### src/rtl/otter_pkg.sv
// Shared definitions for the OTTER pipeline stages.
//   pc_src_t     : next-PC select codes driven by the control unit
//   opcode_t     : RV32I major opcodes shared with the stage decoders
//   skid_state_t : state of the fetch-stage holding buffer
//   NOP_INSTR    : canonical bubble instruction (addi x0,x0,0)
package otter_pkg;

   typedef enum logic [2:0] {
      PC_PLUS4  = 3'd0,
      PC_JALR   = 3'd1,
      PC_BRANCH = 3'd2,
      PC_JAL    = 3'd3,
      PC_MTVEC  = 3'd4,
      PC_MEPC   = 3'd5
   } pc_src_t;

   typedef enum logic [6:0] {
      OP_LUI    = 7'b0110111,
      OP_AUIPC  = 7'b0010111,
      OP_JAL    = 7'b1101111,
      OP_JALR   = 7'b1100111,
      OP_BRANCH = 7'b1100011,
      OP_LOAD   = 7'b0000011,
      OP_STORE  = 7'b0100011,
      OP_IMM    = 7'b0010011,
      OP_REG    = 7'b0110011,
      OP_SYSTEM = 7'b1110011
   } opcode_t;

   typedef enum logic {
      SKID_EMPTY = 1'b0,
      SKID_FULL  = 1'b1
   } skid_state_t;

   localparam logic [31:0] NOP_INSTR = 32'h0000_0013;

endpackage

### src/rtl/otter_fetch_skid.sv
// One-entry holding buffer for the fetch stage. When decode is stalled the
// instruction-memory response that was already in flight has nowhere to go;
// it is parked here and handed to decode on the first unstalled cycle.
// Ports:
//   clk, srst        : clock, synchronous active-high reset
//   capture          : park in_data/in_pc (only honoured while EMPTY)
//   release_req      : decode is consuming the entry this cycle
//   flush            : drop the entry (redirect / clear)
//   in_data, in_pc   : response word and its address
//   data, pc, valid  : parked entry, valid while FULL
module otter_fetch_skid
   import otter_pkg::*;
(
   input  logic        clk,
   input  logic        srst,
   input  logic        capture,
   input  logic        release_req,
   input  logic        flush,
   input  logic [31:0] in_data,
   input  logic [31:0] in_pc,
   output logic [31:0] data,
   output logic [31:0] pc,
   output logic        valid
);

   skid_state_t state_reg;
   logic [31:0] data_reg;
   logic [31:0] pc_reg;

   always_ff @(posedge clk) begin
      if (srst) begin
         state_reg <= SKID_EMPTY;
      end else begin
         case (state_reg)
            SKID_EMPTY: begin
               if (capture && !flush) begin
                  state_reg <= SKID_FULL;
                  data_reg  <= in_data;
                  pc_reg    <= in_pc;
               end
            end
            SKID_FULL: begin
               if (flush || release_req)
                  state_reg <= SKID_EMPTY;
            end
            default: state_reg <= SKID_EMPTY;
         endcase
      end
   end

   assign data  = data_reg;
   assign pc    = pc_reg;
   assign valid = (state_reg == SKID_FULL);

endmodule

### src/rtl/otter_fetch_stage.sv
// Instruction-fetch stage of the pipelined OTTER core. Holds the PC, selects
// the next PC, issues synchronous instruction-memory reads (data one cycle
// after the request) and drives the decode-stage instruction register.
// Ports:
//   CLK, RST                 : clock, synchronous active-high reset
//   PC_SOURCE                : next-PC select (0 = PC+4, 1..5 = redirect, 6..7 = PC+4)
//   JALR_TGT .. MEPC         : redirect targets
//   STALL                    : hold fetch and decode
//   CLEAR                    : flush decode and the in-flight fetch
//   IMEM_ADDR, IMEM_RDEN     : fetch request
//   IMEM_DATA                : fetch response, one cycle after IMEM_RDEN
//   DEC_IR, DEC_PC           : decode-stage instruction and its address
//   DEC_NEXT_PC              : DEC_PC + 4 (link value)
//   DEC_VALID                : DEC_IR is a real instruction
module otter_fetch_stage #(
   parameter logic [31:0] RESET_VEC = 32'h0000_0000,
   parameter logic [31:0] NOP_INSTR = otter_pkg::NOP_INSTR
) (
   input  logic        CLK,
   input  logic        RST,
   input  logic [2:0]  PC_SOURCE,
   input  logic [31:0] JALR_TGT,
   input  logic [31:0] BRANCH_TGT,
   input  logic [31:0] JAL_TGT,
   input  logic [31:0] MTVEC,
   input  logic [31:0] MEPC,
   input  logic        STALL,
   input  logic        CLEAR,
   output logic [31:0] IMEM_ADDR,
   output logic        IMEM_RDEN,
   input  logic [31:0] IMEM_DATA,
   output logic [31:0] DEC_IR,
   output logic [31:0] DEC_PC,
   output logic [31:0] DEC_NEXT_PC,
   output logic        DEC_VALID
);
   import otter_pkg::*;

   logic [31:0] pc_reg;
   logic [31:0] pc_next;
   logic [31:0] redirect_tgt;
   logic        redirect;
   logic        flush;

   logic        req_valid_reg;
   logic [31:0] req_pc_reg;

   logic [31:0] skid_data;
   logic [31:0] skid_pc;
   logic        skid_valid;

   logic [31:0] dec_ir_reg;
   logic [31:0] dec_pc_reg;
   logic        dec_valid_reg;

   // Unused codes 6..7 fall into the default arm and behave as PC+4.
   always_comb begin
      redirect     = 1'b1;
      redirect_tgt = pc_reg;
      case (pc_src_t'(PC_SOURCE))
         PC_JALR:   redirect_tgt = JALR_TGT;
         PC_BRANCH: redirect_tgt = BRANCH_TGT;
         PC_JAL:    redirect_tgt = JAL_TGT;
         PC_MTVEC:  redirect_tgt = MTVEC;
         PC_MEPC:   redirect_tgt = MEPC;
         default:   redirect     = 1'b0;
      endcase
   end

   assign flush = redirect || CLEAR;

   // A redirect beats STALL: the stalled instruction is flushed anyway.
   always_comb begin
      if (redirect)
         pc_next = redirect_tgt;
      else if (STALL)
         pc_next = pc_reg;
      else
         pc_next = pc_reg + 32'd4;
   end

   always_ff @(posedge CLK) begin
      if (RST)
         pc_reg <= RESET_VEC;
      else
         pc_reg <= pc_next;
   end

   // No request while stalled keeps at most one response outstanding, which
   // is what lets a single skid entry absorb it. No request on flush either:
   // the PC is about to change and the fetched word would be thrown away.
   assign IMEM_ADDR = pc_reg;
   assign IMEM_RDEN = !RST && !STALL && !flush;

   always_ff @(posedge CLK) begin
      if (RST || flush)
         req_valid_reg <= 1'b0;
      else
         req_valid_reg <= IMEM_RDEN;
      req_pc_reg <= pc_reg;
   end

   otter_fetch_skid u_skid (
      .clk         (CLK),
      .srst        (RST),
      .capture     (STALL && req_valid_reg && !flush),
      .release_req (!STALL),
      .flush       (flush),
      .in_data     (IMEM_DATA),
      .in_pc       (req_pc_reg),
      .data        (skid_data),
      .pc          (skid_pc),
      .valid       (skid_valid)
   );

   // Priority: reset > flush > stall > load. DEC_PC is left alone on flush so
   // the bubble still carries a sensible address.
   always_ff @(posedge CLK) begin
      if (RST) begin
         dec_ir_reg    <= NOP_INSTR;
         dec_pc_reg    <= RESET_VEC;
         dec_valid_reg <= 1'b0;
      end else if (flush) begin
         dec_ir_reg    <= NOP_INSTR;
         dec_valid_reg <= 1'b0;
      end else if (!STALL) begin
         if (skid_valid) begin
            dec_ir_reg    <= skid_data;
            dec_pc_reg    <= skid_pc;
            dec_valid_reg <= 1'b1;
         end else begin
            dec_ir_reg    <= IMEM_DATA;
            dec_pc_reg    <= req_pc_reg;
            dec_valid_reg <= req_valid_reg;
         end
      end
   end

   assign DEC_IR      = dec_ir_reg;
   assign DEC_PC      = dec_pc_reg;
   assign DEC_NEXT_PC = dec_pc_reg + 32'd4;
   assign DEC_VALID   = dec_valid_reg;

endmodule
### config.mk
export PLATFORM = sky130hd
export DESIGN_NAME = otter_fetch_stage
export DESIGN_NICKNAME = d
export VERILOG_FILES = /design/src/rtl/otter_pkg.sv /design/src/rtl/otter_fetch_skid.sv /design/src/rtl/otter_fetch_stage.sv
export SDC_FILE = /design/constraint.sdc
export NUM_CORES = 1
export LEC_CHECK = 0
export BUFFER_PORTS_ARGS = -buffer_cell sky130_fd_sc_hd__buf_2
export CAP_MARGIN = 20
export CORE_UTILIZATION = 30
export CTS_BUF_LIST = sky130_fd_sc_hd__clkbuf_8
export CTS_CLUSTER_SIZE = 28
export DETAILED_ROUTE_END_ITERATION = 12
export GPL_ROUTABILITY_DRIVEN = 1
export GPL_TIMING_DRIVEN = 0
export SYNTH_ARGS = -nofsm -noshare
export SYNTH_HDL_FRONTEND = slang
export SYNTH_SLANG_ARGS = --single-unit
export TNS_END_PERCENT = 100
### constraint.sdc
create_clock -name CLK -period 22.7 [get_ports CLK]
set_clock_uncertainty 0.15 [all_clocks]
set_input_delay 1.135 -clock CLK [delete_from_list [all_inputs] [get_ports CLK]]
set_output_delay 1.135 -clock CLK [all_outputs]
set_load 0.1 [all_outputs]
==> impl_metrics.csv <==
group,metric,value,unit
run_status,status,"complete, no violations",
min_path,hold_path_class,"flop to flop",
yosys,ys_seq_elements,195,
yosys,ys_seq_area_share,49.75,%
sta,max_freq,242.3,MHz
critical_path,cp-start-kind,"flop",
routing,wl_per_cell,18.75,microns
routing,viasPerCell,4.939,
clock_tree,clk_latency,480,ps
clock_tree,root_buffer,"clkbuf_8",
finish,drive_gt1_share,33.60,%
routing,topRoutingLayerUsed,"met4",
critical_path,worstSetupPathType,"flop to output pin",
power,peakVddDrop,0.03244,mV
sta,maxSlewViolCount,0,
yosys,syn_area_per_cell,10.11,sq um
clock_tree,worst_setup_hold_path_clk_slew,120,ps
critical_path,cpMaxStageDelayCell,"dfxtp_1",
sta,setup_violations,0,
routing,vias,8208,
routing,met1_length,13330,microns
routing,drc,0,
finish,final_common_cell,"buf_2",
clock_tree,clock-sinks,195,
power,power_density,67.45,nW/um^2
critical_path,end_kind,"output pin",
finish,nets,1456,
critical_path,path_buf_inv,1,
clock_tree,cts_tree,"built",
yosys,synth_top_area_share,28.71,%
sta,rsz0062_at_grt,"false",
sta,tightest_slew,859.3,ps
sta,tns,0,ps
sta,finalHoldViolCount,0,
clock_tree,ctsHoldBuffers,0,
routing,wirelength,31170,microns
global_routing,grt_first_pass_wirelength,46310,microns
global_routing,grt_antenna_before_repair,6,
die,num_io_pins,329,
critical_path,cp_top_family,"simple AND/OR/NAND/NOR gates",
clock_tree,cts_setup_buffers,0,
power,p_leak,4.770,nW
critical_path,path_cells,"nand4_1 > nor4_2 > nand3_1 > nor4_1 > xor2_1 > buf_2",
yosys,synth_fp_nets,1104,
clock_tree,cts.htree.levels,4,
sta,fin_crit,4127,ps
yosys,post-synth-top-area-cell,"dfxtp_1",
critical_path,cp_max_fo,7,
yosys,synthCells,903,
global_routing,grt_pass1_vias,7854,
critical_path,cpPeakStageDelay,490,ps
sta,post-route-period-util,18.18,%
yosys,synthTopCellsByArea,"dfxtp_1 (29%), edfxtp_1 (21%), mux2i_1 (11%)",
routing,route.met2.wl,15340,microns
sta,relSlewSlack,42.33,%
die,die_y,176.5,microns
yosys,synth-edff-count,64,
critical_path,critical_path_required,21420,ps
yosys,netlist-cell-type-count,61,
yosys,async_flop_share,0,%
finish,area_delta_synth_final,28.60,%
yosys,synth-main-ff-cell,"dfxtp_1",
sta,hold_slack,282.4,ps
global_routing,grt_max_degree,22,
global_routing,track_usage,19.67,%
routing,wl_met3,1416,microns
routing,ant_nets,0,
die,chipWidth,176.5,microns
finish,mostFrequentLayoutCells,"buf_2 (342), nor2_1 (133), dfxtp_1 (131)",
flow_run,max-cap-violations,0,
clock_tree,numCtsBuffers,17,
clock_tree,clock_path_buffers,2,
critical_path,arrival,2840,ps
global_routing,grt.overflow.total,0,
place,port_buffers,325,
power,power,792.3,uW
die,num_rows,63,
yosys,yosysWarnings,0,
routing,first_iter_violations,568,
die,start_util,30.65,%
place,gp_congestion,0.9178,
routing,first_pass_iters,5,
yosys,syn_area,9134,sq um
die,dieArea,31150,sq um
die,coreArea,29800,sq um
clock_tree,ctsResizeCount,0,
place,dp_hpwl,25160,microns
==> report_power, final <==
part / internal (mW) / switching (mW)
sequential: 0.373 / 0.0178
combinational: 0.0466 / 0.129
clock: 0.0848 / 0.141
==> per-layer routing <==
layer / GRT usage (%) / vias to the layer above
li1: - / 4015
met1: 24.28 / 3802
met2: 34.18 / 333
met3: 2.519 / 58
met4: 8.513 / 0
met5: 0 / -
==> cell families after synthesis <==
family          Yosys count  share of synthesized area [%]
xor+xnor                 47                          4.507
compound gates          188                          13.33
fa+ha+maj                 2                         0.2739
buf+inv                  77                          3.726
flops                   195                          49.75
mux                     127                          14.36
simple gates            267                          14.06
==> final cells by class <==
| type | count | area, sq um |
|---|---|---|
| antenna | 4 | 10.01 |
| buffer | 66 | 299.0 |
| clock buffer | 17 | 234.0 |
| clock inverter | 15 | 180.2 |
| fill | 3049 | 18050 |
| inverter | 11 | 41.29 |
| multi-input combinational | 631 | 4255 |
| sequential | 195 | 4544 |
| tap | 390 | 488.0 |
| timing repair buffer | 333 | 1694 |
==> final timing paths <==
| path | startpoint | end | slack, ps | cells past startpoint |
|---|---|---|---|---|
| min reg2reg | IMEM_ADDR[1]$_SDFFE_PP0P_ | req_pc_reg[1]$_DFF_P_ | 280 | 0 |
| min | IMEM_ADDR[1]$_SDFFE_PP0P_ | req_pc_reg[1]$_DFF_P_ | 280 | 0 |
| max | DEC_PC[16]$_SDFFE_PP0P_ | DEC_NEXT_PC[31] | 18570 | 6 |
| max reg2reg | u_skid.valid$_SDFF_PP0_ | u_skid.pc[9]$_DFFE_PP_ | 19970 | 8 |
==> metrics by stage <==
| step | setup WS (ps) | area (sq um) | cells | util, % |
|---|---|---|---|---|
| after floorplan | 13930 | 9134 | 903 | - |
| after global placement | 10080 | 11250 | 1618 | 37.75 |
| after detailed placement | 18480 | 11320 | 1626 | 38.00 |
| after CTS | 18540 | 11740 | 1658 | 39.39 |
| after global routing | 18290 | 11750 | 1662 | 39.42 |
| final | 18570 | 11750 | 1662 | 39.42 |
==> cells in the mapped netlist, types with 3 or more instances <==
master	count
and4_1	7
o21ai_0	15
nand2_1	32
a221oi_1	3
a21oi_1	73
nand3_1	23
o22ai_1	16
buf_2	17
o221a_2	3
a211oi_1	36
buf_1	11
xnor2_1	30
mux2_2	22
o22a_1	6
dfxtp_1	131
nand4_1	20
nor4_1	5
nor3_1	14
nor2b_1	6
clkbuf_1	31
and3_1	5
a22oi_1	12
mux2i_1	104
xor2_1	17
o211ai_1	3
inv_1	11
edfxtp_1	64
and2_1	3
nand2b_1	3
nor2_1	133
buf_4	6
Note: power is estimated with default switching activity, not from simulation.
